<file path="src/rtl/riscv_ctrl_pkg.sv">
// Shared types and encodings for the multicycle RISC-V controller.
// Optional feature macro: MEM_WAIT_EN (memory handshake wait states).
package riscv_ctrl_pkg;

  localparam int unsigned OP_W      = 7;
  localparam int unsigned SEL_W     = 2;
  localparam int unsigned INSTRET_W = 32;

  typedef enum logic [3:0] {
    S_FETCH,
    S_DECODE,
    S_MEMADR,
    S_MEMREAD,
    S_MEMWB,
    S_MEMWRITE,
    S_EXECR,
    S_EXECI,
    S_ALUWB,
    S_BEQ,
    S_JAL
  } state_e;

  // Opcodes
  localparam logic [OP_W-1:0] OP_LOAD   = 7'b0000011;
  localparam logic [OP_W-1:0] OP_STORE  = 7'b0100011;
  localparam logic [OP_W-1:0] OP_RTYPE  = 7'b0110011;
  localparam logic [OP_W-1:0] OP_IALU   = 7'b0010011;
  localparam logic [OP_W-1:0] OP_BRANCH = 7'b1100011;
  localparam logic [OP_W-1:0] OP_JAL    = 7'b1101111;

  // Memory address mux
  localparam logic ADR_PC     = 1'b0;
  localparam logic ADR_RESULT = 1'b1;

  // Result mux
  localparam logic [SEL_W-1:0] RES_ALUOUT    = 2'b00;
  localparam logic [SEL_W-1:0] RES_DATA      = 2'b01;
  localparam logic [SEL_W-1:0] RES_ALURESULT = 2'b10;

  // ALU A mux
  localparam logic [SEL_W-1:0] SRCA_PC    = 2'b00;
  localparam logic [SEL_W-1:0] SRCA_OLDPC = 2'b01;
  localparam logic [SEL_W-1:0] SRCA_RD1   = 2'b10;

  // ALU B mux
  localparam logic [SEL_W-1:0] SRCB_RD2  = 2'b00;
  localparam logic [SEL_W-1:0] SRCB_IMM  = 2'b01;
  localparam logic [SEL_W-1:0] SRCB_FOUR = 2'b10;

  // Immediate formats
  localparam logic [SEL_W-1:0] IMM_I = 2'b00;
  localparam logic [SEL_W-1:0] IMM_S = 2'b01;
  localparam logic [SEL_W-1:0] IMM_B = 2'b10;
  localparam logic [SEL_W-1:0] IMM_J = 2'b11;

  // ALU decoder class
  localparam logic [SEL_W-1:0] ALUOP_ADD   = 2'b00;
  localparam logic [SEL_W-1:0] ALUOP_SUB   = 2'b01;
  localparam logic [SEL_W-1:0] ALUOP_FUNCT = 2'b10;

  // Per-state control word, before reset gating
  typedef struct packed {
    logic             pc_write;
    logic             adr_src;
    logic             mem_write;
    logic             ir_write;
    logic [SEL_W-1:0] result_src;
    logic [SEL_W-1:0] alu_src_a;
    logic [SEL_W-1:0] alu_src_b;
    logic             reg_write;
    logic [SEL_W-1:0] alu_op;
    logic             illegal;
  } ctrl_t;

endpackage

</file>
<file path="src/rtl/multicycle_ctrl_if.sv">
// Controller <-> datapath signal bundle. mem_ready_i exists only with MEM_WAIT_EN.
interface multicycle_ctrl_if;
  import riscv_ctrl_pkg::*;

  logic [OP_W-1:0]      op_i;
  logic                 zero_i;
`ifdef MEM_WAIT_EN
  logic                 mem_ready_i;
`endif
  logic                 pc_write_o;
  logic                 adr_src_o;
  logic                 mem_write_o;
  logic                 ir_write_o;
  logic [SEL_W-1:0]     result_src_o;
  logic [SEL_W-1:0]     alu_src_a_o;
  logic [SEL_W-1:0]     alu_src_b_o;
  logic [SEL_W-1:0]     imm_src_o;
  logic                 reg_write_o;
  logic [SEL_W-1:0]     alu_op_o;
  logic                 illegal_o;
  logic [INSTRET_W-1:0] instret_o;

`ifdef MEM_WAIT_EN
  modport master (
    input  op_i, zero_i, mem_ready_i,
    output pc_write_o, adr_src_o, mem_write_o, ir_write_o, result_src_o,
           alu_src_a_o, alu_src_b_o, imm_src_o, reg_write_o, alu_op_o,
           illegal_o, instret_o
  );
  modport slave (
    output op_i, zero_i, mem_ready_i,
    input  pc_write_o, adr_src_o, mem_write_o, ir_write_o, result_src_o,
           alu_src_a_o, alu_src_b_o, imm_src_o, reg_write_o, alu_op_o,
           illegal_o, instret_o
  );
`else
  modport master (
    input  op_i, zero_i,
    output pc_write_o, adr_src_o, mem_write_o, ir_write_o, result_src_o,
           alu_src_a_o, alu_src_b_o, imm_src_o, reg_write_o, alu_op_o,
           illegal_o, instret_o
  );
  modport slave (
    output op_i, zero_i,
    input  pc_write_o, adr_src_o, mem_write_o, ir_write_o, result_src_o,
           alu_src_a_o, alu_src_b_o, imm_src_o, reg_write_o, alu_op_o,
           illegal_o, instret_o
  );
`endif

endinterface

</file>
<file path="src/rtl/ctrl_imm_deco.sv">
// Immediate-format decoder: purely a function of the opcode, valid in every state.
module ctrl_imm_deco
  import riscv_ctrl_pkg::*;
(
  input  logic [OP_W-1:0]  op_i,
  output logic [SEL_W-1:0] imm_src_o
);

  // Opcode -> immediate format; unknown opcodes fall back to I
  always_comb begin
    imm_src_o = IMM_I;
    case (op_i)
      OP_LOAD,
      OP_IALU:   imm_src_o = IMM_I;
      OP_STORE:  imm_src_o = IMM_S;
      OP_BRANCH: imm_src_o = IMM_B;
      OP_JAL:    imm_src_o = IMM_J;
      default:   imm_src_o = IMM_I;
    endcase
  end

endmodule

</file>
<file path="src/rtl/multicycle_ctrl.sv">
// Multicycle RISC-V main controller: Moore FSM, pc_write is the only Mealy output.
// Optional feature macro: MEM_WAIT_EN adds mem_ready_i and stalls FETCH/MEMREAD/MEMWRITE.
module multicycle_ctrl
  import riscv_ctrl_pkg::*;
(
  input  logic              clk_i,
  input  logic              rst_i,
  multicycle_ctrl_if.master bus
);

  state_e               state_q, state_d;
  logic [INSTRET_W-1:0] instret_q, instret_d;
  ctrl_t                ctrl_c;
  logic                 mem_ready_c;

`ifdef MEM_WAIT_EN
  assign mem_ready_c = bus.mem_ready_i;
`else
  assign mem_ready_c = 1'b1;
`endif

  // State and retired-instruction counter registers
  always_ff @(posedge clk_i) begin
    if (rst_i) begin
      state_q   <= S_FETCH;
      instret_q <= '0;
    end else begin
      state_q   <= state_d;
      instret_q <= instret_d;
    end
  end

  // Next-state, per-state control word and retirement
  always_comb begin
    state_d   = state_q;
    instret_d = instret_q;
    ctrl_c    = '0;
    case (state_q)
      S_FETCH: begin
        ctrl_c.adr_src    = ADR_PC;
        ctrl_c.alu_src_a  = SRCA_PC;
        ctrl_c.alu_src_b  = SRCB_FOUR;
        ctrl_c.alu_op     = ALUOP_ADD;
        ctrl_c.result_src = RES_ALURESULT;
        if (mem_ready_c) begin
          ctrl_c.ir_write = 1'b1;
          ctrl_c.pc_write = 1'b1;
          state_d         = S_DECODE;
        end
      end
      S_DECODE: begin
        ctrl_c.alu_src_a = SRCA_OLDPC;
        ctrl_c.alu_src_b = SRCB_IMM;
        ctrl_c.alu_op    = ALUOP_ADD;
        case (bus.op_i)
          OP_LOAD,
          OP_STORE:  state_d = S_MEMADR;
          OP_RTYPE:  state_d = S_EXECR;
          OP_IALU:   state_d = S_EXECI;
          OP_BRANCH: state_d = S_BEQ;
          OP_JAL:    state_d = S_JAL;
          default: begin
            ctrl_c.illegal = 1'b1;
            state_d        = S_FETCH;
          end
        endcase
      end
      S_MEMADR: begin
        ctrl_c.alu_src_a = SRCA_RD1;
        ctrl_c.alu_src_b = SRCB_IMM;
        ctrl_c.alu_op    = ALUOP_ADD;
        state_d          = (bus.op_i == OP_STORE) ? S_MEMWRITE : S_MEMREAD;
      end
      S_MEMREAD: begin
        ctrl_c.adr_src    = ADR_RESULT;
        ctrl_c.result_src = RES_ALUOUT;
        if (mem_ready_c) state_d = S_MEMWB;
      end
      S_MEMWB: begin
        ctrl_c.result_src = RES_DATA;
        ctrl_c.reg_write  = 1'b1;
        state_d           = S_FETCH;
        instret_d         = instret_q + INSTRET_W'(1);
      end
      S_MEMWRITE: begin
        ctrl_c.adr_src   = ADR_RESULT;
        ctrl_c.mem_write = 1'b1;
        if (mem_ready_c) begin
          state_d   = S_FETCH;
          instret_d = instret_q + INSTRET_W'(1);
        end
      end
      S_EXECR: begin
        ctrl_c.alu_src_a = SRCA_RD1;
        ctrl_c.alu_src_b = SRCB_RD2;
        ctrl_c.alu_op    = ALUOP_FUNCT;
        state_d          = S_ALUWB;
      end
      S_EXECI: begin
        ctrl_c.alu_src_a = SRCA_RD1;
        ctrl_c.alu_src_b = SRCB_IMM;
        ctrl_c.alu_op    = ALUOP_FUNCT;
        state_d          = S_ALUWB;
      end
      S_ALUWB: begin
        ctrl_c.result_src = RES_ALUOUT;
        ctrl_c.reg_write  = 1'b1;
        state_d           = S_FETCH;
        instret_d         = instret_q + INSTRET_W'(1);
      end
      S_BEQ: begin
        ctrl_c.alu_src_a  = SRCA_RD1;
        ctrl_c.alu_src_b  = SRCB_RD2;
        ctrl_c.alu_op     = ALUOP_SUB;
        ctrl_c.result_src = RES_ALUOUT;
        ctrl_c.pc_write   = bus.zero_i;
        state_d           = S_FETCH;
        instret_d         = instret_q + INSTRET_W'(1);
      end
      S_JAL: begin
        ctrl_c.alu_src_a  = SRCA_OLDPC;
        ctrl_c.alu_src_b  = SRCB_FOUR;
        ctrl_c.alu_op     = ALUOP_ADD;
        ctrl_c.result_src = RES_ALUOUT;
        ctrl_c.pc_write   = 1'b1;
        state_d           = S_ALUWB;
      end
      default: state_d = S_FETCH;
    endcase
  end

  // Immediate format decode
  ctrl_imm_deco u_imm_deco (
    .op_i      (bus.op_i),
    .imm_src_o (bus.imm_src_o)
  );

  // Write enables and illegal are squashed while reset is held so an aborted
  // instruction never commits anything.
  assign bus.pc_write_o   = ctrl_c.pc_write  & ~rst_i;
  assign bus.ir_write_o   = ctrl_c.ir_write  & ~rst_i;
  assign bus.mem_write_o  = ctrl_c.mem_write & ~rst_i;
  assign bus.reg_write_o  = ctrl_c.reg_write & ~rst_i;
  assign bus.illegal_o    = ctrl_c.illegal   & ~rst_i;
  assign bus.adr_src_o    = ctrl_c.adr_src;
  assign bus.result_src_o = ctrl_c.result_src;
  assign bus.alu_src_a_o  = ctrl_c.alu_src_a;
  assign bus.alu_src_b_o  = ctrl_c.alu_src_b;
  assign bus.alu_op_o     = ctrl_c.alu_op;
  assign bus.instret_o    = instret_q;

endmodule
</file>
<file path="src/flat_wrapper.sv">
// flat-port wrapper written by rule: the top's interface ports become plain ports
module multicycle_ctrl_flat import riscv_ctrl_pkg::*;
  (clk_i, rst_i, bus_op_i, bus_zero_i, bus_pc_write_o, bus_adr_src_o, bus_mem_write_o, bus_ir_write_o, bus_result_src_o, bus_alu_src_a_o, bus_alu_src_b_o, bus_imm_src_o, bus_reg_write_o, bus_alu_op_o, bus_illegal_o, bus_instret_o);
  multicycle_ctrl_if bus_i ();
  input  logic clk_i;
  input  logic rst_i;
  input wire logic [$bits(bus_i.op_i)-1:0] bus_op_i;
  input wire logic [$bits(bus_i.zero_i)-1:0] bus_zero_i;
  output wire logic [$bits(bus_i.pc_write_o)-1:0] bus_pc_write_o;
  output wire logic [$bits(bus_i.adr_src_o)-1:0] bus_adr_src_o;
  output wire logic [$bits(bus_i.mem_write_o)-1:0] bus_mem_write_o;
  output wire logic [$bits(bus_i.ir_write_o)-1:0] bus_ir_write_o;
  output wire logic [$bits(bus_i.result_src_o)-1:0] bus_result_src_o;
  output wire logic [$bits(bus_i.alu_src_a_o)-1:0] bus_alu_src_a_o;
  output wire logic [$bits(bus_i.alu_src_b_o)-1:0] bus_alu_src_b_o;
  output wire logic [$bits(bus_i.imm_src_o)-1:0] bus_imm_src_o;
  output wire logic [$bits(bus_i.reg_write_o)-1:0] bus_reg_write_o;
  output wire logic [$bits(bus_i.alu_op_o)-1:0] bus_alu_op_o;
  output wire logic [$bits(bus_i.illegal_o)-1:0] bus_illegal_o;
  output wire logic [$bits(bus_i.instret_o)-1:0] bus_instret_o;
  assign bus_i.op_i = bus_op_i;
  assign bus_i.zero_i = bus_zero_i;
  assign bus_pc_write_o = bus_i.pc_write_o;
  assign bus_adr_src_o = bus_i.adr_src_o;
  assign bus_mem_write_o = bus_i.mem_write_o;
  assign bus_ir_write_o = bus_i.ir_write_o;
  assign bus_result_src_o = bus_i.result_src_o;
  assign bus_alu_src_a_o = bus_i.alu_src_a_o;
  assign bus_alu_src_b_o = bus_i.alu_src_b_o;
  assign bus_imm_src_o = bus_i.imm_src_o;
  assign bus_reg_write_o = bus_i.reg_write_o;
  assign bus_alu_op_o = bus_i.alu_op_o;
  assign bus_illegal_o = bus_i.illegal_o;
  assign bus_instret_o = bus_i.instret_o;
  multicycle_ctrl u_core (.clk_i(clk_i), .rst_i(rst_i), .bus(bus_i));
endmodule
</file>
<file path="config.mk">
export PLATFORM = sky130hd
export DESIGN_NAME = multicycle_ctrl_flat
export DESIGN_NICKNAME = d
export VERILOG_FILES = /design/src/rtl/riscv_ctrl_pkg.sv /design/src/rtl/multicycle_ctrl_if.sv /design/src/rtl/ctrl_imm_deco.sv /design/src/rtl/multicycle_ctrl.sv /design/src/flat_wrapper.sv
export SDC_FILE = /design/constraint.sdc
export NUM_CORES = 1
export LEC_CHECK = 0
export BUFFER_PORTS_ARGS = -buffer_cell sky130_fd_sc_hd__buf_2
export CORE_ASPECT_RATIO = 0.75
export CORE_MARGIN = 3
export CORE_UTILIZATION = 30
export DETAILED_ROUTE_END_ITERATION = 16
export GPL_ROUTABILITY_DRIVEN = 1
export GPL_TIMING_DRIVEN = 1
export SLEW_MARGIN = 40
export SYNTH_ARGS = -nofsm -noshare
export SYNTH_HDL_FRONTEND = slang
export SYNTH_SLANG_ARGS = --single-unit
</file>
<file path="constraint.sdc">
create_clock -name clk_i -period 2.3 [get_ports clk_i]
set_input_delay 0.23 -clock clk_i [delete_from_list [all_inputs] [get_ports clk_i]]
set_output_delay 0.23 -clock clk_i [all_outputs]
set_load 0.03 [all_outputs]
</file>
After elaboration in Yosys (flattened, before gate mapping)
Cells that the tools add are included.
{"block": "word_totals", "latchBits": 0, "ramBits": 0, "word_cells": 50, "output_inout_bits": 48, "memories": 0, "reg_bits": 36, "input_bits": 10, "romBits": 0}
{"block": "classes", "mul": 0, "reduce_logical": 11, "eq_ne": 16, "n_lt_le_gt_ge": 0, "shifts": 0, "bitwise": 6, "muxes": 14, "addsub": 1, "n_div": 0}
{"cell": "one-hot mux 4 bit (5 select lines)", "count": 3}
{"cell": "adder 32 x 1 -> 32 bit (second input constant)", "count": 1}
{"cell": "equality test 4 x 3 -> 1 bit (second input constant)", "count": 4}
{"cell": "equality test 7 x 6 -> 1 bit (second input constant)", "count": 2}
{"cell": "equality test 7 bit (second input constant)", "count": 2}
{"cell": "OR reduction 2 bit", "count": 7}
{"cell": "equality test 4 bit (second input constant)", "count": 3}
{"cell": "equality test 4 x 2 -> 1 bit (second input constant)", "count": 2}
{"cell": "one-hot mux 2 bit (2 select lines)", "count": 2}
{"cell": "equality test 7 x 2 -> 1 bit (second input constant)", "count": 1}
{"cell": "equality test 7 x 5 -> 1 bit (second input constant)", "count": 1}
{"cell": "two-way mux 1 bit", "count": 6}
{"cell": "one-hot mux 2 bit (3 select lines)", "count": 1}
{"cell": "OR reduction 6 bit", "count": 1}
{"cell": "bitwise AND 1 bit", "count": 5}
{"cell": "equality test 4 x 1 -> 1 bit (second input constant)", "count": 1}
{"cell": "logical NOT 4 bit", "count": 1}
{"cell": "OR reduction 4 bit", "count": 1}
{"cell": "two-way mux 3 bit", "count": 1}
{"cell": "OR reduction 3 bit", "count": 1}
{"cell": "one-hot mux 1 bit (2 select lines)", "count": 1}
{"cell": "NOT 1 bit", "count": 1}

Depth between registers and ports, before layout
Gate-level depths: netlist of the first run.
{"block": "logic_depth", "depth_word": 5, "ltp_mapped": 7, "depth_no_buf": 5}

Hierarchy
From an unflattened synthesis of the first run, not the netlist that was laid out.
{"block": "hier_totals", "cells_unflattened": 260, "area_unflattened_um2": 2047.0}
{"module": "multicycle_ctrl", "instances": 1, "area_per_inst_um2": 2003.2, "cells_per_inst": 254, "seq_area_each_um2": 720.7}
{"module": "ctrl_imm_deco", "instances": 1, "area_per_inst_um2": 43.8, "cells_per_inst": 6, "seq_area_each_um2": 0.0}

Worst setup path before layout of the first run
OpenSTA, ideal clock, no wires.
{"block": "synth_path", "path_kind": "flip-flop to output port", "start": "register u_core.state_q[3]", "end": "output port bus_pc_write_o", "path_stages_with_launch": 6, "path_buffers": 1, "t_required_ns": 2.070, "path_slack_ns": -0.084, "arrival_ns": 2.154, "cell_sequence": "dfxtp_1 -> clkbuf_1 -> inv_1 -> nor3_1 -> a21oi_1 -> nor2_1"}
{"block": "synth_via", "elab_chain_len": 4, "word_cells_on_any_way": 6, "classes_between": "2 x eq/ne; 1 x mux; 1 x bitwise; 2 x reduce/logical"}
{"item": "start, declared", "line_no": "multicycle_ctrl.sv:11", "rtl": "state_e state_q, state_d;"}
{"item": "start signal, assigned", "line_no": "multicycle_ctrl.sv:28", "rtl": "state_q <= state_d;"}
{"item": "equality test 4 bit or logical NOT 4 bit (tied branches)", "line_no": "multicycle_ctrl.sv:38", "rtl": "case (state_q)"}
{"item": "OR reduction 2 bit (no source line)"}
{"item": "one-hot mux 1 bit (2 select lines) (*)", "line_no": "multicycle_ctrl.sv:38"}
{"item": "bitwise AND 1 bit (*)", "line_no": "multicycle_ctrl.sv:140", "rtl": "assign bus.pc_write_o = ctrl_c.pc_write & ~rst_i;"}
{"item": "end, declared", "line_no": "flat_wrapper.sv:9", "rtl": "output wire logic [$bits(bus_i.pc_write_o)-1:0] bus_pc_write_o;"}
Mark *: on every way between the ends. The rest lies on a longest branch, timed or not.

Worst setup path in the final report of the first run
{"block": "layout_path", "start": "register u_core.instret_q[0] (netlist: u_core.bus.instret_o[0])", "end": "register u_core.instret_q[26] (netlist: u_core.bus.instret_o[26])"}
{"block": "layout_via", "elab_chain_len": 1}
{"item": "start, declared", "line_no": "multicycle_ctrl.sv:12", "rtl": "logic [INSTRET_W-1:0] instret_q, instret_d;"}
{"item": "start signal, assigned", "line_no": "multicycle_ctrl.sv:29", "rtl": "instret_q <= instret_d;"}
{"item": "adder 32 x 1 -> 32 bit"}
Every way passes these cells.
A chain may end at the register's enable or synchronous reset.

==> results.md, run 1 <==
- Most used routing layer: met2
- Met2 Usage GRT: 0.208
- Initial DRT Pass Iterations: 4
- Number of max-cap violations: 0
- Most frequent cell after synthesis: dfxtp_1
- Status: finished clean
- Slowest CP cell: or3_1
- GRT overflow: 0
- Worst slack, placed: slightly below 0.2 ns
- Yosys Warn Count: 0
- Clock period minus worst slack: 2.14 ns
- R2r startpoint: u_core.bus.instret_o[0]$_SDFFE_PP0P_
- CP max stage delay: 0.57 ns
- Hold depth: 3
- Final TNS setup: 0 ns
- Synth Flop Type: dfxtp_1
- Port buffer count: 57
- Worst Path Max Fanout: 14
- Clk_skew: approximately 0.0054 ns
- Top post-synthesis cells by area: dfxtp_1 (36%), a21oi_1 (7.2%), o31ai_1 (4.1%), nor2_1 (3.9%), or4_1 (3.7%)
- Htree depth: 2
- I/O pin cnt: 58
- Asr flop ratio synth: 0
- Reg clk slew, reported paths: 0.07 ns
- CP Class: register to register
- Hold/Removal Path Class: primary input to register
- Gpl congestion: just over 0.8
- CTS Buf Count: 5
- Syn avg cell area: 7.85 um^2
- Worst slew pin tran: between 0.5 and 0.6 ns
- Synthesized area: just over 0.002 mm^2
- Largest net degree at the start of global routing: 26
- Fillcell total: between 600 and 700
- Area growth syn-to-layout: 24.1%
- Final worst path period share: 0.930
- Worst path bufs/invs: 0
- Slew Limit Fails: 0
- Post-Synth Simple-Gate Area: 0.342
- CP cell instances: ha_1 -> nand2b_1 -> or3_1 -> nor4_1 -> mux2_2
- DRC violations left: 0
- HP Start: bus_op_i[4]
- Worst EP arrival: between 2 and 2.5 ns
- Area leader, netlist: dfxtp_1
- CORE AREA: 0.00641 mm^2
- Row Count: 25
- CP startpoint kind: register
- Hold_ws: 0.284 ns
- Peak Freq: between 0.4 and 0.5 GHz
- Worst reg2reg path depth: 5
- Post-DP HPWL: between 4000 and 5000 um
- Post-Synth XOR/XNOR Area: 0.0347
- Worst path required time: 2.47 ns
- Max_slew headroom: 0.661
- EDFF count, synth: 0
- Final setup fails: 0
- Cell Pwr Density: approximately 480 mW/mm^2
- Initial antenna violation count: 0
- Synth Area in Compound Gates: 0.187
- Syn Inst Count: approximately 260
- Tot Pwr: about 1.2 mW
- Post-synth top cells: dfxtp_1 (36), a21oi_1 (29), nor2_1 (21)
- Clk_lat worst skew: approximately 0.28 ns
- VDD IR max: 186 uV
- Final antenna-violating net count: 0
- CTS sink count: 36
- Vias in the first global route: between 1,500 and 2,000
- Starting Density: 0.315
- Worst R2R End: u_core.bus.instret_o[26]$_SDFFE_PP0P_
- Layout cells sized above 1: 0.280
- Combinational family with the most area after synthesis: simple AND/OR/NAND/NOR gates
- Final setup margin: 0.160 ns
- Crit path max-delay family: simple AND/OR/NAND/NOR gates
- Die area: 0.00776 mm^2
- Crit end category: register
- Die width: 101 um
- CTS hold repair buffers: 0
- Starting DRC count in detailed routing: 104
- Met3 GRT Util: 0.0400
- Total Wirelength: around 5500 um
- Synth top area share: 0.357
- Antenna fix cells: 0
- Number of gates resized after cts: 0
- Final Hold Vio Count: 0
- Post-synth cell types: 38
- Overall Global Routing Usage: 0.140
- Setup Buffers After CTS: 0
- DR vias/cell: between 5 and 6
- Die H: about 77 um
- Adder-cell share of the synthesized area: 0.00620
- Sequential area share after synthesis: 0.357
- Clk root buf: clkbuf_8
- Hold worst-path end: u_core.state_q[2]$_SDFF_PP0_
- CTS max path bufs: 2
- DR vias: about 2,100
- GR Util met1: 0.200
- LEAKAGE: between 0.9 and 1 nW
- Post-Syn Nets: roughly 270
- Clock tree from TritonCTS: done
- RSZ-0062 raised after global routing: no
- Synth Register Bits: 36
- Final Net Count: roughly 320
- Flop-to-flop setup slack: about 0.16 ns
- DR WL/cell: 13.8 um
- Post-synthesis mux area share: 0.0279
- First-pass GRT wire length: 8990 um
routing by layer:
layer	up-vias	routed length (um)	share of wire
met5	-	0	0
met4	0	38	0.0069
met3	4	321	0.059
met2	46	2310	0.42
met1	998	2800	0.51
li1	1084	-	-
worst max-delay path by stage:
stage / from / slack (ns) / cells after the start / to
4_1_cts: u_core.bus.instret_o[0]$_SDFFE_PP0P_ / 0.18 / 5 / u_core.bus.instret_o[26]$_SDFFE_PP0P_
3_3_place_gp: u_core.bus.instret_o[0]$_SDFFE_PP0P_ / 0.25 / 5 / u_core.bus.instret_o[26]$_SDFFE_PP0P_
2_1_floorplan: u_core.state_q[3]$_SDFF_PP0_ / 0.08 / 5 / bus_pc_write_o
6_report: u_core.bus.instret_o[0]$_SDFFE_PP0P_ / 0.16 / 5 / u_core.bus.instret_o[26]$_SDFFE_PP0P_
3_5_place_dp: u_core.bus.instret_o[0]$_SDFFE_PP0P_ / 0.20 / 5 / u_core.bus.instret_o[26]$_SDFFE_PP0P_
5_1_grt: u_core.bus.instret_o[0]$_SDFFE_PP0P_ / 0.06 / 5 / u_core.bus.instret_o[20]$_SDFFE_PP0P_
per-stage QoR:
step / cells / instance area, um^2 / utilization
after CTS: 395 / 2500 / 0.390
after global routing: 395 / 2500 / 0.390
final: 395 / 2500 / 0.390
after detailed placement: 387 / 2410 / 0.376
after global placement: 387 / 2410 / 0.376
after floorplan: 257 / 2020 / -
worst min-delay path: cells and delay by family:
family | cells | cell delay (ns)
AND/OR/NAND/NOR | 1 | 0.10
AO/OA/AOI/OAI | 1 | 0.10
buffers and inverters | 1 | 0.09
cells in the final DEF (no fill, tap or decap), types with 2 or more instances in the layout:
| master | n |
|---|---|
| inv_1 | 7 |
| or2_2 | 2 |
| and3_1 | 3 |
| nand2b_1 | 7 |
| nand4_1 | 10 |
| nor3_1 | 10 |
| clkbuf_8 | 6 |
| o21ai_0 | 13 |
| nand2_1 | 13 |
| clkinv_2 | 2 |
| nor2_1 | 21 |
| a21oi_1 | 29 |
| buf_2 | 57 |
| buf_4 | 9 |
| mux2_2 | 5 |
| nor2b_1 | 5 |
| nor4_1 | 7 |
| or3_1 | 10 |
| or4_1 | 10 |
| nand3_1 | 9 |
| xor2_1 | 2 |
| and4_1 | 5 |
| a22oi_1 | 2 |
| a31o_2 | 4 |
| dfxtp_1 | 36 |
| xnor2_1 | 6 |
| o31ai_1 | 11 |
final cells by class:
class | instances | area (um^2) | share of cell area
Timing Repair Buffer | 66 | 353 | 0.141
Sequential cell | 36 | 721 | 0.288
Clock buffer | 6 | 82.6 | 0.0330
Tap cell | 81 | 101 | 0.0405
Multi-Input combinational cell | 197 | 1210 | 0.483
Inverter | 7 | 26.3 | 0.0105
Clock inverter | 2 | 10.0 | 0.00400
cells by family after synthesis:
family	Yosys count
simple gates	120
compound gates	63
flops	36
buf+inv	24
xor+xnor	8
mux	5
fa+ha+maj	1
state kept, by name, indices dropped and copies added (netlist names):
name                  flops
u_core.state_q            4
u_core.bus.instret_o     32
power by group:
group          switching [mW]  internal [mW]
Sequential            0.00124          0.625
Clock                   0.224          0.239
Combinational          0.0691         0.0314
Note: power is estimated with default switching activity, not from simulation.
==> run 2, diff against run 1 <==
--- a/config.mk
+++ b/config.mk
@@ -5,6 +5,7 @@
 export SDC_FILE = /design/constraint.sdc
 export NUM_CORES = 1
 export LEC_CHECK = 0
+export ABC_AREA = 1
 export BUFFER_PORTS_ARGS = -buffer_cell sky130_fd_sc_hd__buf_2
 export CORE_ASPECT_RATIO = 0.75
 export CORE_MARGIN = 3
==> run 2 against run 1 <==
Effect of this change: sequential cell count stayed put; core utilization is 0.16 points lower; global-route usage is 0.92 points higher; die area is 11% higher; total power is 1.1% higher; cell area is 9.6% higher; critical path type is now register to output pin; worst hold slack hardly changed; largest power group unchanged.
==> results.md, run 2 <==
- Final antenna-violating net count: 0 (unchanged)
- VDD IR max: 203 uV (+8.9%)
- Number of flip-flops in the largest register: 32 (unchanged)
- Sw Share: 0.258 (+0.0104)
- Most frequent cells in the layout: nand2_1 (81), nor2_1 (70), buf_2 (57), inv_1 (53), dfxtp_1 (36)
- Reg clk slew, reported paths: 0.08 ns (about the same)
- Most common cell after layout, fill and taps aside: nand2_1
- Layout cells sized above 1: 0.230 (-0.0502)
- Max_slew headroom: 0.730 (+0.0688)
- Overall Global Routing Usage: 0.149 (+0.00922)
- Crit end category: output pin
- Synth top area share: 0.319 (-0.0378)
- Starting Density: 0.320 (+0.00501)
- DR vias: 2,348 (+10%)
- Largest net degree at the start of global routing: 19 (-27%)
- Final worst path period share: 0.850 (-0.0805)
- Final TNS setup: 0 ns (unchanged)
- Clock tree from TritonCTS: done
- Die area: 0.00861 mm^2 (+11%)
- EDFF count, synth: 0 (unchanged)
- Worst path required time: 2.07 ns (-0.40 ns)
- Final Hold Vio Count: 0 (unchanged)
- Worst EP arrival: 1.72 ns (-0.59 ns)
- CTS sink count: 36 (unchanged)
- CP startpoint kind: register
- Status: finished clean
- Gpl congestion: 0.861 (+6.1%)
- Vias in the first global route: 2,124 (+12%)
- Hold_ws: 0.284 ns (+0.000270 ns)
- Most frequent cell after synthesis: nand2_1
- Die width: 106 um (+5.4%)
- Comb power frac: 0.077 (-0.007)
- RSZ-0062 raised after global routing: no
- Antenna fix cells: 0 (unchanged)
- Post-synth cell types: 31 (-18%)
- Die H: 81.1 um (+5.3%)
- Area growth syn-to-layout: 21.6%
- Syn avg cell area: 6.20 um^2 (-21%)
- Worst Path Max Fanout: 5 (-9)
- Synth Flop Type: dfxtp_1
- Initial antenna violation count: 0 (unchanged)
- GRT overflow: 0 (unchanged)
- Syn Inst Count: 364 (+42%)
- I/O pin cnt: 58 (unchanged)
- Area leader, netlist: dfxtp_1
- Slew Limit Fails: 0 (unchanged)
- Clock period minus worst slack: 1.95 ns (-0.185 ns)
- CTS Buf Count: 5 (unchanged)
- Int Pwr: 892 uW (-0.31%)
- CORE AREA: 0.00706 mm^2 (+10%)
- Sequential fraction of design power: 0.522 (-0.004)
- Number of max-cap violations: 0 (unchanged)
- CTS max path bufs: 2 (unchanged)
- Hold/Removal Path Class: primary input to register
- Post-synth top cells: nand2_1 (81), nor2_1 (70), inv_1 (53)
- Starting DRC count in detailed routing: 186 (+79%)
- DR vias/cell: 4.48 (-17%)
- Row Count: 26 (+4.0%)
- Asr flop ratio synth: 0 (unchanged)
- Cell Pwr Density: 438 mW/mm^2 (-7.8%)
- Post-Syn Nets: 375 (+40%)
- LEAKAGE: 1.23 nW (+26%)
- Yosys Warn Count: 0 (unchanged)
- Clk_lat worst skew: 0.30 ns (+0.02 ns)
- Post-DP HPWL: 4880 um (+20%)
- Total Wirelength: 6190 um (+13%)
- Initial DRT Pass Iterations: 4 (unchanged)
- Worst slew pin tran: 0.405 ns (-0.0989 ns)
- Synth Register Bits: 36 (unchanged)
- Number of gates resized after cts: 0 (unchanged)
- Sequential area share after synthesis: 0.319 (-0.0378)
- DRC violations left: 0 (unchanged)
- Clk root buf: clkbuf_8
- Final setup fails: 0 (unchanged)
- First-pass GRT wire length: 10,300 um (+14%)
- Clk_skew: 0.0110 ns (+0.00560 ns)
- CTS hold repair buffers: 0 (unchanged)
- Psw: 310 uW (+5.4%)
- CP Class: register to output pin
- Htree depth: 2 (unchanged)
- Top post-synthesis cells by area: dfxtp_1 (32%), nand2_1 (13%), nor2_1 (12%), inv_1 (8.8%), nand3_1 (5.5%)
- Synthesized area: 0.00226 mm^2 (+12%)
- Final Net Count: 436 (+35%)
- Clock power share: 0.401 (+0.012)
- Port buffer count: 57 (unchanged)
- Peak Freq: 0.512 GHz (+9.5%)
- DR WL/cell: 11.8 um (-15%)
- Setup Buffers After CTS: 0 (unchanged)
-- run 2: path summary, 6_finish.rpt --
kind / start / end / cells after the start / slack, ns
setup / recovery: u_core.state_q[2]$_SDFF_PP0_ / bus_illegal_o / 6 / 0.35
hold / removal: bus_op_i[4] / u_core.state_q[2]$_SDFF_PP0_ / 5 / 0.28
setup reg to reg: u_core.bus.instret_o[1]$_SDFFE_PP0P_ / u_core.bus.instret_o[24]$_SDFFE_PP0P_ / 9 / 0.71
hold reg to reg: u_core.bus.instret_o[7]$_SDFFE_PP0P_ / u_core.bus.instret_o[7]$_SDFFE_PP0P_ / 1 / 0.50
-- run 2: area by class of cell --
class	count	area, um^2
Inverter	55	206
Fill cell	771	4310
Clock inverter	2	10.0
Timing Repair Buffer	59	300
Sequential cell	36	721
Tap cell	98	123
Clock buffer	6	82.6
Multi-Input combinational cell	268	1300
-- run 2: worst max-delay path, stage by stage (launching register included) --
cell	delay [ns]
dfxtp_1	0.34
nor2_1	0.19
inv_1	0.12
nor2_2	0.20
inv_1	0.10
nor4_1	0.25
buf_2	0.24
-- run 2: through the flow --
step	std cells	setup slack, ns	cell area (um^2)	util	power, mW
floorplan	364	0.172	2260	-	0.704
global placement	516	0.700	2650	0.376	0.734
detailed placement	516	0.678	2650	0.376	0.735
CTS	524	0.348	2750	0.389	1.21
global route	524	0.146	2750	0.389	1.26
finish	524	0.345	2750	0.389	1.20
-- run 2: metal layers --
metal  GRT usage  routed length [um]
met5           0                   0
met4      0.0310                  56
met3      0.0357                 512
met2       0.207                2370
met1       0.229                3250
-- run 2: cells by family after synthesis --
family,count (synthesis),synth area share
AO/OA/AOI/OAI,36,0.0854
XOR/XNOR,3,0.0116
flip-flops,36,0.319
buffers and inverters,60,0.104
adder cells (fa/ha/maj),1,0.00554
AND/OR/NAND/NOR,228,0.475
-- run 2: power by group through the flow --
stage	registers [mW]	clock network (mW)	logic, mW
2_1_floorplan	0.642	0	0.0624
3_3_place_gp	0.642	0	0.0922
3_5_place_dp	0.642	0	0.0931
4_1_cts	0.627	0.491	0.0933
5_1_grt	0.628	0.525	0.103
6_report	0.627	0.482	0.0929
